[src/rtl/sipo_deser_ctrl.sv]
// Sequencer for an external SIPO shift register: accepts a val/rdy serial bit
// stream (MSB first), steers the register, and offers each finished word on a val/rdy port.
module sipo_deser_ctrl #(
  parameter int BITWIDTH = 32,
  parameter int CNT_W    = $clog2(BITWIDTH + 1)
) (
  input  logic                CLK,
  input  logic                RESET,
  input  logic                SER_VAL,
  input  logic                SER_BIT,
  output logic                SER_RDY,
  input  logic                ABORT,
  output logic                SR_LOAD_EN,
  output logic                SR_SHIFT_EN,
  output logic                SR_IN,
  output logic [BITWIDTH-1:0] SR_LOAD_DATA,
  input  logic [BITWIDTH-1:0] SR_OUT,
  output logic [BITWIDTH-1:0] RECV_MSG,
  output logic                RECV_VAL,
  input  logic                RECV_RDY,
  output logic [CNT_W-1:0]    BIT_CNT,
  output logic                BUSY
);

  typedef enum logic [1:0] {
    CLEAR = 2'd0,
    IDLE  = 2'd1,
    SHIFT = 2'd2,
    HOLD  = 2'd3
  } state_t;

  localparam logic [CNT_W-1:0] CNT_LAST = CNT_W'(BITWIDTH - 1);
  localparam logic [CNT_W-1:0] CNT_ONE  = CNT_W'(1);

  state_t           state;
  state_t           state_nxt;
  logic [CNT_W-1:0] cnt;
  logic [CNT_W-1:0] cnt_nxt;
  logic             ser_rdy;
  logic             recv_val;
  logic             ser_fire;
  logic             recv_fire;

  // Handshake side: readiness and word-valid depend only on state, RECV_RDY and ABORT.
  always_comb begin
    ser_rdy  = 1'b0;
    recv_val = 1'b0;
    case (state)
      CLEAR: begin
        ser_rdy  = 1'b0;
        recv_val = 1'b0;
      end
      IDLE: begin
        ser_rdy  = 1'b1;
      end
      SHIFT: begin
        ser_rdy  = 1'b1;
      end
      HOLD: begin
        // A new bit may only enter on the edge that hands off the held word.
        recv_val = 1'b1;
        ser_rdy  = RECV_RDY;
      end
      default: begin
        ser_rdy  = 1'b0;
        recv_val = 1'b0;
      end
    endcase
    if (ABORT) begin
      ser_rdy  = 1'b0;
      recv_val = 1'b0;
    end
  end

  assign ser_fire  = SER_VAL & ser_rdy;
  assign recv_fire = recv_val & RECV_RDY;

  always_comb begin
    state_nxt = state;
    cnt_nxt   = cnt;
    if (ABORT) begin
      state_nxt = CLEAR;
      cnt_nxt   = '0;
    end else begin
      case (state)
        CLEAR: begin
          state_nxt = IDLE;
          cnt_nxt   = '0;
        end
        IDLE: begin
          if (ser_fire) begin
            state_nxt = SHIFT;
            cnt_nxt   = CNT_ONE;
          end
        end
        SHIFT: begin
          if (ser_fire) begin
            if (cnt == CNT_LAST) begin
              state_nxt = HOLD;
              cnt_nxt   = '0;
            end else begin
              cnt_nxt   = cnt + CNT_ONE;
            end
          end
        end
        HOLD: begin
          if (recv_fire) begin
            if (ser_fire) begin
              state_nxt = SHIFT;
              cnt_nxt   = CNT_ONE;
            end else begin
              state_nxt = IDLE;
              cnt_nxt   = '0;
            end
          end
        end
        default: begin
          state_nxt = CLEAR;
          cnt_nxt   = '0;
        end
      endcase
    end
  end

  always_ff @(posedge CLK or posedge RESET) begin
    if (RESET) begin
      state <= CLEAR;
      cnt   <= '0;
    end else begin
      state <= state_nxt;
      cnt   <= cnt_nxt;
    end
  end

  // Register drive: load only in CLEAR (where ser_rdy is 0), so load and shift never overlap.
  assign SR_LOAD_EN   = (state == CLEAR);
  assign SR_SHIFT_EN  = ser_fire;
  assign SR_IN        = SER_BIT;
  assign SR_LOAD_DATA = '0;

  assign SER_RDY  = ser_rdy;
  assign RECV_VAL = recv_val;
  assign RECV_MSG = SR_OUT;
  assign BIT_CNT  = cnt;
  assign BUSY     = (state == SHIFT) || (state == HOLD);

endmodule

[config.mk]
export PLATFORM = sky130hd
export DESIGN_NAME = sipo_deser_ctrl
export DESIGN_NICKNAME = d
export VERILOG_FILES = /design/src/rtl/sipo_deser_ctrl.sv
export SDC_FILE = /design/constraint.sdc
export NUM_CORES = 1
export LEC_CHECK = 0
export ABC_CLOCK_PERIOD_IN_PS = 3500
export CAP_MARGIN = 0
export CORE_ASPECT_RATIO = 1.5
export CORE_MARGIN = 4
export CORE_UTILIZATION = 31
export DETAILED_ROUTE_END_ITERATION = 16
export GPL_ROUTABILITY_DRIVEN = 0
export GPL_TIMING_DRIVEN = 0
export PLACE_DENSITY = 0.95
export SKIP_LAST_GASP = 1
export SYNTH_ARGS = -nofsm -noshare
export SYNTH_HDL_FRONTEND = slang
export SYNTH_SLANG_ARGS = --single-unit
[constraint.sdc]
create_clock -name CLK -period 3.5 [get_ports CLK]
set_clock_uncertainty 0.2 [all_clocks]
set_input_delay 1.05 -clock CLK [delete_from_list [all_inputs] [get_ports CLK]]
set_output_delay 1.05 -clock CLK [all_outputs]
set_load 0.01 [all_outputs]
==> results.ini <==
[clock_tree]
cts_hold_buf=0
clkLatencyLatePin_ns=0.23
cts_buffer_depth=2
post_cts_buffers=0
tritoncts=yes
cts_root_buf=clkbuf_8
cts_sinks=8
cts_resized=2
h-tree-depth=1
numCtsBuffers=3
clkTransAtPathRegs_ns=0.04

[worst_setup_path]
rrSetupSlack_ns=1.26
worstReg2RegStart=state[0]
cp-start-kind=input port
path_cells=clkdlybuf4s50_1, a21oi_1, nor3_1, dlygate4sd2_1
path_class=in2out
crit_path_top_delay_cell=clkdlybuf4s50_1
r2r_end=BIT_CNT[5]
crit_end=SER_RDY
cp-startpoint=RECV_RDY
crit_arrival_ns=2.14
worstPathMaxFanout=3
cp-end-kind=primary output
crit_required_ns=2.25
slowest_delay_ns=0.50
r2r.worst_path.cells=6

[power]
internal_power_mw=0.383
power.density_nw_per_um2=364
ir_worst_vdd_mv=0.260
comb_power_share_pct=62.8
p_sw_mw=0.260
p_leak_nw=0.915
clkPwrFrac_pct=17.4
swShare_pct=40.4
seq_power_share_pct=19.9

[cells_and_area]
fillers=336
drive_gt1_share_pct=33.8
final_nets=261
fin_cells=258
seqCellArea_um2=200
layout_commonest_cell=buf_4
fin_area_um2=1770
final_cell_mix=buf_4, clkdlybuf4s50_1, conb_1
fin_util_pct=52.2
multi_input_area_um2=494
syn_to_final_growth_pct=63.8
insertedDiodeCount=0

[yosys]
synthCells=135
synth_seq_area_share_pct=18.6
avgSynthCellArea_um2=7.99
ys_ff_latch=8
synth_cell_types=29
synth.top_cell.area_share_pct=45.2
synth.largest_area_cell=buf_4
synth_area_leaders=buf_4, dfrtp_1, ha_1
syn-cell-area_um2=1080
ys_warn_count=0

[global_routing]
antenna_found_initial=0
grt_pass1_vias=1100
met1_usage_pct=12.3
globalRouteMet3Util_pct=7.07
grt_pass1_wl_mm=4.57
grt_max_degree=10
top_usage_layer=met2
track_usage_pct=12.6
gr-total-overflow=0
grtUsageMet2_pct=21.5

[timing]
post-route-period-util_pct=96.8
slew_headroom_pct=64.5
maxClockFrequency_ghz=0.295
setup_viol=0
finalMaxSlewViolations=0
worst_slack_ns=0.113
hold_viol_final=0
worstMarginPinSlew_ns=0.527
rsz0062_at_grt=false
period_minus_slack_ns=3.39

[die]
ios=114
row_count=26
core-area_um2=3380
die_x_um=56.2
initial_core_util_pct=31.9
die_area_um2=4510
die_h_um=80.2

[drt]
first_iter_violations=26
route.detailed.drc=0
drt_pass1_iterations=4
ant_nets=0
viasPerCell=4.15
wl_per_cell_um=10.8
routed_wl_mm=2.77
vias=1070

[placement]
hpwlAfterDp_mm=2.49
numPortBuffers=47
dp_slack_ns=-0.274
place_inst=255
place_area_um2=1720

[min_path]
min_path_type=reg2reg
min_delay_path_depth=1

[run_status]
outcome=finished clean

[flow_run]
cap_violations=0

## worst max-delay path: cells and delay by family
family / cells / cell delay [ns]
buf+inv: 2 / 0.81
simple gates: 1 / 0.17
compound gates: 1 / 0.11
## synthesized netlist by cell type (all sizes together)
| cell | number |
|---|---|
| buf | 65 |
| o21ai | 9 |
| dfrtp | 8 |
| ha | 5 |
| nand2 | 5 |
| a21oi | 4 |
| inv | 4 |
| nand3 | 4 |
| nor2 | 4 |
| nor3 | 4 |
| a31oi | 2 |
| and3 | 2 |
| nand2b | 2 |
| or2 | 2 |
| a211oi | 1 |
| a22o | 1 |
| a31o | 1 |
| and2 | 1 |
| clkbuf | 1 |
| conb | 1 |
| nand4 | 1 |
| nor2b | 1 |
| nor4 | 1 |
| o2111ai | 1 |
| o21bai | 1 |
| o31ai | 1 |
| o32ai | 1 |
| or2b | 1 |
| or4 | 1 |
## worst min path at each step
stage,start,to,slack (ns)
detailed placement,BIT_CNT[4],BIT_CNT[4],0.32
global route,BIT_CNT[4],BIT_CNT[4],0.38
floorplan,BIT_CNT[4],BIT_CNT[4],0.35
global placement,BIT_CNT[1],BIT_CNT[1],0.31
finish,BIT_CNT[4],BIT_CNT[4],0.33
CTS,BIT_CNT[4],BIT_CNT[4],0.33
## metal layers
| metal | vias up | share of wire, % | routed length (µm) |
|---|---|---|---|
| met2 | 97 | 48 | 1320 |
| met1 | 447 | 33 | 904 |
| li1 | 521 | - | - |
| met4 | 0 | 1.9 | 53 |
| met3 | 5 | 18 | 498 |
| met5 | - | 0 | 0 |
## state kept, by name, summed over array words and instances, names as in the netlist
name / flops
state: 2
BIT_CNT: 6
## power groups by stage
stage	Sequential [mW]	Combinational, mW	Clock, mW
2_1_floorplan	0.127	0.270	0
3_3_place_gp	0.128	0.392	0
3_5_place_dp	0.128	0.401	0
4_1_cts	0.128	0.405	0.115
5_1_grt	0.132	0.446	0.118
6_report	0.128	0.404	0.112
## metrics by stage
| step | power, mW | hold WS [ns] | setup TNS (ns) |
|---|---|---|---|
| 3_5_place_dp | 0.530 | 0.322 | -0.439 |
| 4_1_cts | 0.648 | 0.328 | -0.199 |
| 2_1_floorplan | 0.396 | 0.348 | 0 |
| 6_report | 0.643 | 0.326 | 0 |
| 3_3_place_gp | 0.521 | 0.311 | -0.453 |
| 5_1_grt | 0.697 | 0.378 | 0 |
## cell families (layout without fill, tap and decap cells)
group	after synthesis	in the layout	synth area share (%)
buffers and inverters	70	120	47.0
and+or+nand+nor	29	29	14.0
AOI/OAI and AO/OA	22	22	14.3
DFF	8	8	18.6
adders and majority gates	5	5	5.80
other	1	32	0.348
## final cells by class
cell class	count	share of cell area, %
plain buffers	66	27.8
flip-flops and latches	8	11.3
multi-input cells	88	28.0
repair buffers	47	26.7
clock buffers	3	2.34
well taps	42	2.97
inverters	4	0.850
Note: power is estimated with default switching activity, not from simulation.
